## src/rtl/ual_serial_if.sv

```systemverilog
// Request/response bus between EX-stage control (master) and the serial ALU sequencer (slave).
interface ual_serial_if #(
  parameter int WIDTH = 32
);
  logic             start;
  logic [3:0]       alu_ctl;
  logic [WIDTH-1:0] a_in;
  logic [WIDTH-1:0] b_in;
  logic             busy;
  logic             done;
  logic [WIDTH-1:0] result;
  logic             zero;
  logic             overflow;
  logic             op_err;

  modport master (
    output start, alu_ctl, a_in, b_in,
    input  busy, done, result, zero, overflow, op_err
  );

  modport slave (
    input  start, alu_ctl, a_in, b_in,
    output busy, done, result, zero, overflow, op_err
  );
endinterface

```

## src/rtl/ual_serial_ctrl.sv

```systemverilog
// Bit-serial MIPS ALU sequencer driving one external 1-bit slice, LSB first, over WIDTH cycles.
// Optional: define ALU_SLT_OVF_EN to make SLT correct when A-B overflows.
module ual_serial_ctrl #(
  parameter int WIDTH = 32
) (
  input  logic       clk,
  input  logic       rst,
  ual_serial_if.slave bus,
  output logic       sl_a,
  output logic       sl_b,
  output logic       sl_inva,
  output logic       sl_invb,
  output logic       sl_ci,
  output logic       sl_set,
  output logic [1:0] sl_selop,
  input  logic       sl_f,
  input  logic       sl_co,
  input  logic       sl_sgn
);
  localparam int CW = (WIDTH > 1) ? $clog2(WIDTH) : 1;

  typedef enum logic [1:0] {S_IDLE, S_RUN, S_DONE} state_e;

  state_e           state_q, state_d;
  logic [WIDTH-1:0] a_q, a_d, b_q, b_d, sh_q, sh_d;
  logic [WIDTH-1:0] result_q, result_d;
  logic [3:0]       ctl_q, ctl_d;
  logic [CW-1:0]    cnt_q, cnt_d;
  logic             carry_q, carry_d;
  logic             zero_q, zero_d, ovf_q, ovf_d, err_q, err_d;
  logic             is_arith, is_slt, last_bit, ovf_w, less;

  function automatic logic op_supported(input logic [3:0] c);
    case (c)
      4'b0000, 4'b0001, 4'b0010, 4'b0110, 4'b0111, 4'b1100: return 1'b1;
      default:                                              return 1'b0;
    endcase
  endfunction

  // Among supported codes, bit 1 marks the adder ops (ADD/SUB/SLT); bits 1:0 = 11 is SLT only.
  assign is_arith = ctl_q[1];
  assign is_slt   = ctl_q[1] & ctl_q[0];
  assign last_bit = (cnt_q == CW'(WIDTH - 1));
  assign ovf_w    = carry_q ^ sl_co;

`ifdef ALU_SLT_OVF_EN
  assign less = sl_sgn ^ ovf_w;
`else
  assign less = sl_sgn;
`endif

  // NOTE: every variable written here gets a default first, so no path can infer a latch.
  always_comb begin
    state_d  = state_q;
    a_d      = a_q;
    b_d      = b_q;
    sh_d     = sh_q;
    ctl_d    = ctl_q;
    cnt_d    = cnt_q;
    carry_d  = carry_q;
    result_d = result_q;
    zero_d   = zero_q;
    ovf_d    = ovf_q;
    err_d    = err_q;
    sl_a     = 1'b0;
    sl_b     = 1'b0;
    sl_inva  = 1'b0;
    sl_invb  = 1'b0;
    sl_ci    = 1'b0;
    sl_set   = 1'b0;
    sl_selop = 2'b00;

    case (state_q)
      S_IDLE: begin
        if (bus.start) begin
          a_d   = bus.a_in;
          b_d   = bus.b_in;
          ctl_d = bus.alu_ctl;
          cnt_d = '0;
          if (op_supported(bus.alu_ctl)) begin
            carry_d = bus.alu_ctl[2];
            state_d = S_RUN;
          end else begin
            result_d = '0;
            zero_d   = 1'b1;
            ovf_d    = 1'b0;
            err_d    = 1'b1;
            state_d  = S_DONE;
          end
        end
      end

      S_RUN: begin
        sl_a     = a_q[0];
        sl_b     = b_q[0];
        sl_ci    = carry_q;
        sl_inva  = ctl_q[3];
        sl_invb  = ctl_q[2];
        sl_selop = {is_arith, ctl_q[0] & ~is_arith};
        carry_d  = sl_co;
        sh_d     = {sl_f, sh_q[WIDTH-1:1]};
        a_d      = a_q >> 1;
        b_d      = b_q >> 1;
        if (last_bit) begin
          // The final shift value is loaded straight into result so it is valid during DONE.
          result_d = is_slt ? {{(WIDTH-1){1'b0}}, less} : sh_d;
          zero_d   = (result_d == '0);
          ovf_d    = is_arith & ~is_slt & ovf_w;
          err_d    = 1'b0;
          state_d  = S_DONE;
        end else begin
          cnt_d = cnt_q + CW'(1);
        end
      end

      S_DONE:  state_d = S_IDLE;
      default: state_d = S_IDLE;
    endcase
  end

  // NOTE: sequential state uses non-blocking assignments so every register sees pre-edge values.
  always_ff @(posedge clk) begin
    if (rst) begin
      state_q  <= S_IDLE;
      result_q <= '0;
      zero_q   <= 1'b0;
      ovf_q    <= 1'b0;
      err_q    <= 1'b0;
    end else begin
      state_q  <= state_d;
      result_q <= result_d;
      zero_q   <= zero_d;
      ovf_q    <= ovf_d;
      err_q    <= err_d;
    end
  end

  // NOTE: datapath registers carry no reset; each is loaded on accept before it is ever observed.
  always_ff @(posedge clk) begin
    a_q     <= a_d;
    b_q     <= b_d;
    sh_q    <= sh_d;
    ctl_q   <= ctl_d;
    cnt_q   <= cnt_d;
    carry_q <= carry_d;
  end

  assign bus.busy     = (state_q != S_IDLE);
  assign bus.done     = (state_q == S_DONE);
  assign bus.result   = result_q;
  assign bus.zero     = zero_q;
  assign bus.overflow = ovf_q;
  assign bus.op_err   = err_q;
endmodule

```

## src/flat_wrapper.sv

```systemverilog
// flat-port wrapper written by rule: the top's interface ports become plain ports
module ual_serial_ctrl_flat 
#(
  parameter int WIDTH = 32
)
  (clk, rst, sl_a, sl_b, sl_inva, sl_invb, sl_ci, sl_set, sl_selop, sl_f, sl_co, sl_sgn, bus_start, bus_alu_ctl, bus_a_in, bus_b_in, bus_busy, bus_done, bus_result, bus_zero, bus_overflow, bus_op_err);
  ual_serial_if #(.WIDTH(WIDTH)) bus_i ();
  input  logic clk;
  input  logic rst;
  output logic sl_a;
  output logic sl_b;
  output logic sl_inva;
  output logic sl_invb;
  output logic sl_ci;
  output logic sl_set;
  output logic [1:0] sl_selop;
  input  logic sl_f;
  input  logic sl_co;
  input  logic sl_sgn;
  input wire logic [$bits(bus_i.start)-1:0] bus_start;
  input wire logic [$bits(bus_i.alu_ctl)-1:0] bus_alu_ctl;
  input wire logic [$bits(bus_i.a_in)-1:0] bus_a_in;
  input wire logic [$bits(bus_i.b_in)-1:0] bus_b_in;
  output wire logic [$bits(bus_i.busy)-1:0] bus_busy;
  output wire logic [$bits(bus_i.done)-1:0] bus_done;
  output wire logic [$bits(bus_i.result)-1:0] bus_result;
  output wire logic [$bits(bus_i.zero)-1:0] bus_zero;
  output wire logic [$bits(bus_i.overflow)-1:0] bus_overflow;
  output wire logic [$bits(bus_i.op_err)-1:0] bus_op_err;
  assign bus_i.start = bus_start;
  assign bus_i.alu_ctl = bus_alu_ctl;
  assign bus_i.a_in = bus_a_in;
  assign bus_i.b_in = bus_b_in;
  assign bus_busy = bus_i.busy;
  assign bus_done = bus_i.done;
  assign bus_result = bus_i.result;
  assign bus_zero = bus_i.zero;
  assign bus_overflow = bus_i.overflow;
  assign bus_op_err = bus_i.op_err;
  ual_serial_ctrl #(.WIDTH(WIDTH)) u_core (.clk(clk), .rst(rst), .bus(bus_i), .sl_a(sl_a), .sl_b(sl_b), .sl_inva(sl_inva), .sl_invb(sl_invb), .sl_ci(sl_ci), .sl_set(sl_set), .sl_selop(sl_selop), .sl_f(sl_f), .sl_co(sl_co), .sl_sgn(sl_sgn));
endmodule
```

## config.mk

```make
export PLATFORM = sky130hd
export DESIGN_NAME = ual_serial_ctrl_flat
export DESIGN_NICKNAME = d
export VERILOG_FILES = /design/src/rtl/ual_serial_if.sv /design/src/rtl/ual_serial_ctrl.sv /design/src/flat_wrapper.sv
export SDC_FILE = /design/constraint.sdc
export NUM_CORES = 1
export LEC_CHECK = 0
export BUFFER_PORTS_ARGS = -buffer_cell sky130_fd_sc_hd__clkbuf_2
export CAP_MARGIN = 30
export CELL_PAD_IN_SITES_DETAIL_PLACEMENT = 1
export CELL_PAD_IN_SITES_GLOBAL_PLACEMENT = 1
export CORE_ASPECT_RATIO = 1.2
export CORE_MARGIN = 2
export CORE_UTILIZATION = 46
export DETAILED_ROUTE_END_ITERATION = 8
export PLACE_DENSITY_LB_ADDON = 0.1
export SLEW_MARGIN = 15
export SYNTH_ARGS = -nofsm -noshare
export SYNTH_HDL_FRONTEND = slang
export SYNTH_SLANG_ARGS = --single-unit
```

## constraint.sdc

```tcl
create_clock -name clk -period 11.1 [get_ports clk]
set_clock_uncertainty 0.2 [all_clocks]
set_input_delay 0 -clock clk [delete_from_list [all_inputs] [get_ports clk]]
set_output_delay 0 -clock clk [all_outputs]
set_load 0.01 [all_outputs]
```

==> results.txt, run 1 <==
Commonest cells post-synth = nand2_1 (190), edfxtp_1 (105), dfxtp_1 (37)
I/O pin count = 119
die footprint = 12,920 um2
relative slew slack = 44.58%
min cycle time layout = 2745 ps
Core Rows = 43
total number of vias = 4,149
part of the Yosys area used for sequential elements = 70.42%
Syn Nets = 533
pre-CTS WS = 8305 ps
cts bufs inserted = 17
largest net degree at the start of global routing = 108
Clock transition at path regs = 60 ps
Placed Cells = 709
Critical Path AT = 2890 ps
count leader, synth = nand2_1
floorplan die height = 124.1 um
nets = 720
Worst Setup Start Kind = register
final setup fails = 0
clock sinks = 142
library cells used by synthesis = 42
Resized Gates After CTS = 0
Async S/R FF share, synth = 0%
FF-to-FF path depth = 6
Final WS setup = 8355 ps
Syn Inst Count = 457
worst-path maximum fanout = 107
peak supply drop = 0.1065 mV
Worst Setup SP = u_core.state_q[1]$_SDFFE_PP0P_
Worst Min Path Start = bus_alu_ctl[3]
placed cell areas = 6192 um2
number of global-route vias before repair = 4,405
Core Footprint = 11,620 um2
Detailed Place HPWL = 7.588 mm
antenna-violating nets left = 0
total iterations of the first detailed-routing run = 4
H-tree depth = 4
post-layout total power = 1316 uW
Max Fclk = 364.3 MHz
Min-Delay Path Class = in2reg
CP Capture Type = register
Design Area, Final = 7528 um2
Mapped Area = 5529 um2
initial antenna violation count = 0
Min-Delay Path Depth = 2
#FFs+latches synth = 142
R2R Setup Slk = 8350 ps
outcome = finished clean
Die X = 104.1 um
layout cells sized above 1 = 24.51%
first-pass GRT wire length = 22.72 mm
Worst-Margin Slew = 831.2 ps
GP Congestion = 0.7213
Leak = 0.003270 uW
Reg-to-Reg Start = u_core.state_q[1]$_SDFFE_PP0P_
gr ovfl total = 0
Via density = 5.097
GR Util All Layers = 23.02%
filler instances = 1,203
number of synthesized flops with an enable pin = 105
Remaining DRCs = 0
pwr dens = 174.8 nW/um2
Max Slew Vio Count = 0
Clk Tree Root Cell = clkbuf_16
port buffer count = 117
Final period util = 24.73%
final std cells w/o fill = 814
setup TNS = 0 ps
post-synth top area share = 57.03%
RSZ-0062 raised after global routing = no
Hold Vio Cnt, Final = 0
synth warn = 0
Final Routed Wirelength = 14.10 mm
Area contributors post-synth = edfxtp_1 (57%), dfxtp_1 (13%), nand2_1 (13%)
Main synth FF type = edfxtp_1
Synth area leader = edfxtp_1
initial DRC count = 184
critical path type = reg2reg
wire per inst = 17.33 um
TritonCTS clock tree = yes
ant diodes = 0
Starting Density = 47.58%
Area Overhead vs Synth = 36.16%
syn avg cell area = 12.10 um2
CTS max path bufs = 2
Max Cap Violations = 0
CP Data Required Time = 11,240 ps
Worst-Skew Late Latency = 420 ps
critical path, cell delays in order (launching register included):
cell      delay [ps]
dfxtp_1          430
nand2b_2         280
inv_6            580
nand2_4          130
nor3b_4          640
buf_8            240
a22o_1           160
stage by stage:
stage               utilization [%]  hold slack [ps]
finish                        64.78            155.4
global route                  64.78            168.7
CTS                           64.78            129.7
detailed placement            53.28            27.62
global placement              53.15            15.34
floorplan                         -           -101.1
path summary, 6_finish.rpt:
path,end
max,u_core.bus.result[8]$_SDFFE_PP0P_
max reg2reg,u_core.bus.result[8]$_SDFFE_PP0P_
min,u_core.ctl_q[3]$_DFFE_PP_
min reg2reg,u_core.bus.op_err$_SDFFE_PP0P_
placed cells by master, fill, tap and decap left out, drive strengths merged, types with 3 or more instances in the layout:
master / Yosys / layout
edfxtp: 105 / 105
nand2b: 3 / 3
clkinv: 0 / 6
nand2: 191 / 191
nand3: 4 / 4
nor4: 8 / 8
dlygate4sd3: 0 / 73
and2: 10 / 10
clkbuf: 10 / 136
a22o: 31 / 31
buf: 15 / 3
nor2: 10 / 10
inv: 1 / 6
dfxtp: 37 / 37
a21oi: 4 / 4
cell families after synthesis:
family	Yosys count	share of synthesized area [%]
buffers and inverters	26	3.033
flip-flops	142	70.42
AND/OR/NAND/NOR	237	18.40
AO/OA/AOI/OAI	44	6.767
XOR/XNOR	3	0.4753
multiplexers	2	0.3847
other	1	0.06782
adder cells (fa/ha/maj)	2	0.4525
per-layer routing:
layer,track usage (%),up-vias,wire (um)
met2,41.37,119,7577
met5,0,-,0
met3,5.181,27,547
met4,9.628,0,301
li1,-,1976,-
met1,26.86,2027,5679
power breakdown:
part | internal, uW | leakage, uW | switching [uW]
logic | 47.0 | 0.00166 | 62.2
clock network | 349 | 0.000300 | 227
registers | 616 | 0.00131 | 15.0
sequential cells by signal (all words and copies together), names as in the netlist:
signal	cells
u_core.bus.zero	1
u_core.carry_q	1
u_core.bus.op_err	1
u_core.a_q	32
u_core.cnt_q	5
u_core.ctl_q	4
u_core.b_q	32
u_core.bus.result	32
u_core.sh_q	31
u_core.bus.overflow	1
u_core.state_q	2
area by class of cell:
cell class / instances / area, um2 / share of cell area (%)
flip-flops and latches: 142 / 3894 / 51.72
multi-input cells: 289 / 1478 / 19.63
repair buffers: 193 / 1346 / 17.88
clock buffers: 19 / 454.2 / 6.033
well taps: 157 / 196.4 / 2.609
clock inverters: 13 / 151.4 / 2.011
inverters: 1 / 8.758 / 0.1163
what timing repair did:
action                    in CTS  in global routing
hold buffers                  73                  0
buffers inserted               0                  0
hold endpoints to repair      77                  0
No activity file was read; power rests on OpenSTA's default activity.
==> run 2, diff against run 1 <==
--- a/config.mk
+++ b/config.mk
@@ -11,7 +11,7 @@
 export CELL_PAD_IN_SITES_GLOBAL_PLACEMENT = 1
 export CORE_ASPECT_RATIO = 1.2
 export CORE_MARGIN = 2
-export CORE_UTILIZATION = 46
+export CORE_UTILIZATION = 39
 export DETAILED_ROUTE_END_ITERATION = 8
 export PLACE_DENSITY_LB_ADDON = 0.1
 export SLEW_MARGIN = 15
==> constraint.sdc (replaced) <==
create_clock -name clk -period 2.3 [get_ports clk]
set_clock_uncertainty 0.2 [all_clocks]
set_input_delay 0 -clock clk [delete_from_list [all_inputs] [get_ports clk]]
set_output_delay 0 -clock clk [all_outputs]
set_load 0.01 [all_outputs]
==> results.txt, run 2 (synthesis gave the netlist of run 1 again) <==
outcome = finished clean
Worst Setup Start Kind = register
Area Overhead vs Synth = 39.22%
total iterations of the first detailed-routing run = 4
Final period util = 96.45%
RSZ-0062 raised after global routing = no
CP Capture Type = register
Final Routed Wirelength = 13.98 mm
largest net degree at the start of global routing = 107
die footprint = 15,150 um2
H-tree depth = 4
crit path cell chain = ha_1, and3_1, ha_1, buf_4, a21oi_4, o31a_2, a22o_1
cts bufs inserted = 17
CP Data Required Time = 2460 ps
Die X = 112.7 um
slowest stage delay, CP = 400 ps
critical path type = reg2reg
Clock transition at path regs = 60 ps
antenna-violating nets left = 0
Placed Cells = 730
final std cells w/o fill = 838
Min-Delay Path Depth = 2
pwr dens = 834.7 nW/um2
Buf+Inv Stages, Crit Path = 1
CTS max path bufs = 2
leading cell type in the layout, fill and taps excluded = nand2_1
CP max stage cell = edfxtp_1
Via density = 4.986
clock sinks = 142
final setup fails = 0
Clk Tree Root Cell = clkbuf_16
GR Util All Layers = 18.37%
number of global-route vias before repair = 4,301
GP Congestion = 0.6968
wire per inst = 16.68 um
nets = 730
Max Fclk = 450.8 MHz
stages on the worst setup path = 7
Core Rows = 47
FF-to-FF path depth = 7
CP dominant cell by count = ha_1
Leak = 0.003338 uW
layout cells sized above 1 = 25.94%
initial antenna violation count = 0
Critical Path AT = 2380 ps
Core Footprint = 13,820 um2
Max Slew Vio Count = 0
Core Util, Final = 55.70%
ant diodes = 0
Hold Vio Cnt, Final = 0
first-pass GRT wire length = 21.73 mm
gr ovfl total = 0
Hold Slack = 153.3 ps
Detailed Place HPWL = 7.660 mm
port buffer count = 117
Min-Delay Path Class = in2reg
TritonCTS clock tree = yes
Starting Density = 40.01%
min cycle time layout = 2218 ps
I/O pin count = 119
most frequent cells in the layout = nand2_1 (190), clkbuf_2 (117), edfxtp_1 (105)
Worst-Margin Slew = 582.4 ps
peak supply drop = 0.5331 mV
initial DRC count = 218
Max Cap Violations = 0
floorplan die height = 134.4 um
family with the most delay on the worst path = compound AO/OA/AOI/OAI gates
worst-path maximum fanout = 8
Remaining DRCs = 0
relative slew slack = 61.17%
total number of vias = 4,178
Worst-Skew Late Latency = 430 ps
## run 2: cell count changes in the layout (fill, tap and decap cells not counted), moves of 2 or more
cell	previous run	this run
buf_12	0	2
buf_4	2	6
inv_4	0	2
clkinv_4	4	1
o31a_4	1	3
clkbuf_16	18	20
## run 2: layout make-up
cell class / count / area (um2)
sequential: 142 / 3894
fill: 1479 / 6122
timing repair buffer: 200 / 1428
inverter: 1 / 8.758
multi-input combinational: 292 / 1540
clock buffer: 22 / 518.0
tap: 171 / 214.0
clock inverter: 10 / 95.09
## run 2: repair_timing
| item | CTS | global route |
|---|---|---|
| setup endpoints to repair | 0 | 38 |
| hold endpoints to repair | 86 | 0 |
| gates resized for setup | 0 | 6 |
| hold buffers | 73 | 0 |
| setup buffers | 0 | 0 |
## run 2: per-layer routing
metal	vias up	wire, um	part of all wire, %	global-route usage (%)
met4	0	241	1.7	7.995
met5	-	0	0	0
met3	17	575	4.1	4.880
met2	111	7443	53	31.50
li1	2001	-	-	-
met1	2049	5719	41	21.69
## run 2: metrics by stage
stage                     setup TNS (ps)  setup WS (ps)  total power, uW  instance area (um2)
after floorplan                        0          59.63             3350                 5537
after global placement             -3672         -120.0             3512                 6272
after detailed placement               0          47.87             3533                 6287
after CTS                              0          20.75             6461                 7631
after global routing                   0          8.761             6662                 7697
final                                  0          81.55             6425                 7697
## run 2: worst paths after layout
check | start | endpoint | slack, ps
max | u_core.cnt_q[0]$_SDFFCE_PN0P_ | u_core.bus.result[4]$_SDFFE_PP0P_ | 80
min | bus_alu_ctl[0] | u_core.ctl_q[0]$_DFFE_PP_ | 150
max reg2reg | u_core.cnt_q[0]$_SDFFCE_PN0P_ | u_core.bus.result[4]$_SDFFE_PP0P_ | 80
min reg2reg | u_core.bus.result[8]$_SDFFE_PP0P_ | u_core.bus.result[8]$_SDFFE_PP0P_ | 270
## run 2: power breakdown
group          internal [uW]  leakage (uW)  switching [uW]
Clock                   1720      0.000304            1100
Combinational            253       0.00173             320
Sequential              2970       0.00131            64.5
Total                   4940       0.00334            1480
